[config.mk]
export PLATFORM = sky130hd
export DESIGN_NAME = md_issue_ctrl
export DESIGN_NICKNAME = d
export VERILOG_FILES = /design/src/rtl/md_pkg.sv /design/src/rtl/md_busy_counter.sv /design/src/rtl/md_issue_ctrl.sv
export SDC_FILE = /design/constraint.sdc
export NUM_CORES = 1
export LEC_CHECK = 0
export ABC_CLOCK_PERIOD_IN_PS = 5600
export CAP_MARGIN = 20
export CORE_MARGIN = 8
export CORE_UTILIZATION = 25
export CTS_BUF_LIST = sky130_fd_sc_hd__clkbuf_8
export DETAILED_ROUTE_END_ITERATION = 7
export PLACE_DENSITY_LB_ADDON = 0.3
export SLEW_MARGIN = 10
export SYNTH_ARGS = -nofsm -noshare
export SYNTH_HDL_FRONTEND = slang
export SYNTH_SLANG_ARGS = --single-unit
[constraint.sdc]
create_clock -name clk -period 5.6 [get_ports clk]
set_input_delay 1.12 -clock clk [delete_from_list [all_inputs] [get_ports clk]]
set_output_delay 1.12 -clock clk [all_outputs]
set_load 0.02 [all_outputs]
[src/rtl/md_pkg.sv]
// Shared op codes, default latencies and FSM encoding for the E-stage multiply/divide issue logic.
package md_pkg;

  localparam logic [3:0] MD_NONE  = 4'd0;
  localparam logic [3:0] MD_MULT  = 4'd1;
  localparam logic [3:0] MD_MULTU = 4'd2;
  localparam logic [3:0] MD_DIV   = 4'd3;
  localparam logic [3:0] MD_DIVU  = 4'd4;
  localparam logic [3:0] MD_MTLO  = 4'd5;
  localparam logic [3:0] MD_MTHI  = 4'd6;
  localparam logic [3:0] MD_MF    = 4'd7;
  localparam logic [3:0] MD_SWAP  = 4'd8;

  localparam int unsigned MUL_CYCLES_DFLT = 5;
  localparam int unsigned DIV_CYCLES_DFLT = 10;

  typedef enum logic [1:0] {StIdle, StMul, StDiv} md_state_e;

  // Codes 9..15 are not MD-class: they never stall and never start the unit.
  function automatic logic is_md_op(input logic [3:0] op);
    return (op >= MD_MULT) && (op <= MD_SWAP);
  endfunction

  function automatic logic is_start_op(input logic [3:0] op);
    return (op >= MD_MULT) && (op <= MD_DIVU);
  endfunction

  function automatic logic is_mul_op(input logic [3:0] op);
    return (op == MD_MULT) || (op == MD_MULTU);
  endfunction

endpackage

[src/rtl/md_busy_counter.sv]
// Loadable down-counter that stops at zero; busy flags a nonzero count.
module md_busy_counter #(
  parameter int unsigned CNT_W = 4
) (
  input  logic             clk,
  input  logic             reset,
  input  logic             load,
  input  logic [CNT_W-1:0] load_val,
  output logic [CNT_W-1:0] cnt,
  output logic             busy
);

  logic [CNT_W-1:0] cnt_q;

  always_ff @(posedge clk) begin
    if (reset) begin
      cnt_q <= '0;
    end else if (load) begin
      cnt_q <= load_val;
    end else if (cnt_q != '0) begin
      cnt_q <= cnt_q - CNT_W'(1);
    end
  end

  assign cnt  = cnt_q;
  assign busy = (cnt_q != '0);

endmodule

[src/rtl/md_issue_ctrl.sv]
// Registers the MD op from D into E, tracks the unit's busy window and stalls D on MD hazards.
module md_issue_ctrl
  import md_pkg::*;
#(
  parameter int unsigned MUL_CYCLES = MUL_CYCLES_DFLT,
  parameter int unsigned DIV_CYCLES = DIV_CYCLES_DFLT,
  parameter int unsigned CNT_W      = 4,
  parameter int unsigned STAT_W     = 16
) (
  input  logic              clk,
  input  logic              reset,
  input  logic [3:0]        D_MDOp,
  input  logic              D_Valid,
  input  logic              E_Clear,
  output logic [3:0]        E_MDControl,
  output logic              Start,
  output logic              Busy,
  output logic              D_Stall,
  output logic [STAT_W-1:0] StallCnt
);

  md_state_e        state_q, state_d;
  logic [3:0]       e_op_q;
  logic [STAT_W-1:0] stall_cnt_q;
  logic             load;
  logic [CNT_W-1:0] load_val;
  logic [CNT_W-1:0] cnt;
  logic             busy;

  md_busy_counter #(
    .CNT_W (CNT_W)
  ) u_busy_counter (
    .clk      (clk),
    .reset    (reset),
    .load     (load),
    .load_val (load_val),
    .cnt      (cnt),
    .busy     (busy)
  );

  assign E_MDControl = e_op_q;
  assign Busy        = busy;
  assign Start       = is_start_op(e_op_q) && !busy;
  // HI/LO accesses must also wait for the result, so every MD-class op stalls.
  assign D_Stall     = D_Valid && is_md_op(D_MDOp) && (Start || busy);
  assign StallCnt    = stall_cnt_q;

  always_comb begin
    state_d  = state_q;
    load     = 1'b0;
    load_val = '0;
    unique case (state_q)
      StIdle: begin
        if (Start) begin
          load = 1'b1;
          if (is_mul_op(e_op_q)) begin
            state_d  = StMul;
            load_val = CNT_W'(MUL_CYCLES);
          end else begin
            state_d  = StDiv;
            load_val = CNT_W'(DIV_CYCLES);
          end
        end
      end
      StMul, StDiv: begin
        // Leave on the edge that loads zero into the counter.
        if (cnt <= CNT_W'(1)) begin
          state_d = StIdle;
        end
      end
      default: state_d = StIdle;
    endcase
  end

  always_ff @(posedge clk) begin
    if (reset) begin
      state_q <= StIdle;
    end else begin
      state_q <= state_d;
    end
  end

  always_ff @(posedge clk) begin
    if (reset) begin
      e_op_q <= MD_NONE;
    end else if (E_Clear || D_Stall) begin
      e_op_q <= MD_NONE;
    end else begin
      e_op_q <= D_Valid ? D_MDOp : MD_NONE;
    end
  end

  always_ff @(posedge clk) begin
    if (reset) begin
      stall_cnt_q <= '0;
    end else if (D_Stall && (stall_cnt_q != '1)) begin
      stall_cnt_q <= stall_cnt_q + STAT_W'(1);
    end
  end

endmodule

==> metrics <==
Core Box Area=5440 µm²; H-tree level count=1; adder-cell share of the synthesized area=3.59%; TritonCTS Buffers=3; crit path time final=4.11 ns; fin crit share=73.4%; multiplexer area fraction after synthesis=1.44%; post-synth top area cell=dfxtp_1; Die Wd=90.7 µm; Mapped Area=1390 µm²; Reg clk slew, reported paths=0.09 ns; worst-path fanout max=6; share of cells above drive strength 1=9.24%; setup ws final=1.49 ns; Starting Density=25.6%; xor and xnor area share after synthesis=2.51%; CP arrival=2.99 ns; clock latency on the worst-skew pair=0.27 ns; max-cap viol count=0; routed vias/inst=4.84; Final Hold Fails=0; Hold Path Class=flip-flop to flip-flop; Tightest Pin Transition=0.930 ns; Syn Area/Cell=8.99 µm²; RD Place Congestion=0.745; P per Cell Area=301 nW/µm²; synth warn=0; Ports=31; Worst Setup Start Kind=input port; status=finished clean; post-synthesis compound-gate area fraction=16.6%; RSZ-0062 raised after global routing=no; vias post-DR=1240; TritonCTS clock tree=built; Post-Synth Simple-Gate Area=33.4%; largest family of logic cells by synthesized area=simple AND/OR/NAND/NOR gates; Resized Gates After CTS=0; largest net degree at the start of global routing=24; pre-CTS WS=1.49 ns; Crit Path Class=input port to primary output; Wirelength per Cell=12.7 µm; initial antenna violation count=0; total power=0.541 mW; Detailed Routing Iterations Pass 1=4; relative slew slack=37.8%; detailed placement HPWL=2490 µm; DRC Markers=0; Global Route Usage Sum=8.20%; Final Skew=0.00563 ns; CTS Sinks=26; CTS Buffer Depth=2; post-synthesis sequential area ratio=37.3%; Max Slew Vio Count=0; CTS Root Cell=clkbuf_8; Final ANT Viol Nets=0; nets@finish=197; Routed WL=3260 µm; cts hold-fix bufs=0; syn nets=167; placed cell areas=1740 µm²; FMAX=0.243 GHz; Final Instance Area=1800 µm²; Synth Register Bits=26; number of diodes=0; FP Rows=27; VDD IR max=0.0000922 V; Netlist cell types=42; DIE AREA=8220 µm²; PortBufs=30; Leak=0.590 nW; Mapped Cells=155; 1st-iter DRT viols=85; grt ovf=0; Post-CTS Setup Inserts=0; CP Capture Type=primary output; final setup TNS=0 ns; Area contributors post-synth=dfxtp_1 37%, a21oi_1 5.4%, ha_1 3.6%; vias in the first global route=1154; Worst EP required=4.48 ns; final number of setup-violating endpoints=0; global-route wire length before repair=5610 µm; Syn-to-layout area delta=29.0%; Yosys top cell area share=37.3%; Die Ht=90.7 µm
[per-layer routing]
metal,GRT usage [%],wire length [µm],vias to the layer above
met5,0,0,-
met4,4.16,58,0
met3,1.58,74,5
met2,12.8,1530,18
met1,10.4,1600,576
li1,-,-,641
[per-stage QoR]
| step | hold WS, ns | utilization (%) | std cells |
|---|---|---|---|
| after floorplan | 0.432 | - | 155 |
| after CTS | 0.465 | 33.1 | 256 |
| final | 0.461 | 33.1 | 256 |
| after detailed placement | 0.451 | 32.0 | 252 |
| after global routing | 0.492 | 33.1 | 256 |
| after global placement | 0.444 | 32.0 | 252 |
[layout by cell type (no fill, tap or decap), types with 3 or more instances in the layout]
cell	n
or3_1	8
ha_1	4
and2_1	4
nand4_1	8
a31oi_1	4
clkdlybuf4s50_1	30
or4_1	5
clkbuf_8	4
o31ai_1	5
nand2_1	11
o21ai_1	6
inv_1	7
a21oi_1	15
nand3_1	6
dfxtp_1	26
nor3_1	3
nor2_1	8
[final timing paths]
kind | start | end | slack [ns] | cells past startpoint
setup / recovery | D_MDOp[2] | D_Stall | 1.49 | 5
hold / removal | state_q[1]$_SDFFE_PP0P_ | state_q[1]$_SDFFE_PP0P_ | 0.46 | 2
setup reg to reg | u_busy_counter.cnt[0]$_SDFFE_PP0P_ | StallCnt[5]$_SDFFE_PP0P_ | 3.48 | 7
hold reg to reg | state_q[1]$_SDFFE_PP0P_ | state_q[1]$_SDFFE_PP0P_ | 0.46 | 2
[cells in the mapped netlist (all sizes together)]
library cell	instances
nand3b	1
xnor2	2
xor2	2
and3	3
nor4	3
nand2	11
and2	5
o21ai	7
or4	5
o21a	1
o31ai	6
dfxtp	26
inv	8
buf	3
a21oi	15
a31oi	4
nor4b	1
a311oi	1
nor3b	2
nand4	9
clkbuf	2
a21o	1
and4	2
or3	8
a211oi	1
nor2	8
nor3	4
nor2b	1
nand3	7
mux2i	2
ha	4
[critical path: stages]
cell and delay [ns]:
clkdlybuf4s50_1 0.42, or4_1 0.53, and3_4 0.20, and2_4 0.17
clkdlybuf4s50_1 0.54
[where the power goes]
part	total [mW]	switching [mW]	leakage, nW	internal, mW
registers	0.221	0.0194	0.211	0.202
logic	0.196	0.108	0.350	0.0879
clock network	0.123	0.0604	0.0288	0.0630
total	0.541	0.188	0.590	0.353
[cells by family (layout without fill, tap and decap cells)]
| group | Yosys count | after routing |
|---|---|---|
| XOR/XNOR | 4 | 4 |
| buffers and inverters | 13 | 42 |
| adder cells (fa/ha/maj) | 4 | 4 |
| multiplexers | 2 | 2 |
| AND/OR/NAND/NOR | 70 | 70 |
| flip-flops | 26 | 26 |
| AO/OA/AOI/OAI | 36 | 36 |
[sequential cells by signal, indices dropped and copies added, names as in the netlist]
name and flops:
E_MDControl 4, StallCnt 16, state_q 2, u_busy_counter.cnt 4
[cell type report]
type,instances,area (µm²)
fillers,566,3640
multi-input cells,116,802
flip-flops and latches,26,520
repair buffers,30,300
well taps,72,90.1
clock buffers,4,55.1
inverters,8,30.0
Power figures use the tool's default switching activity.
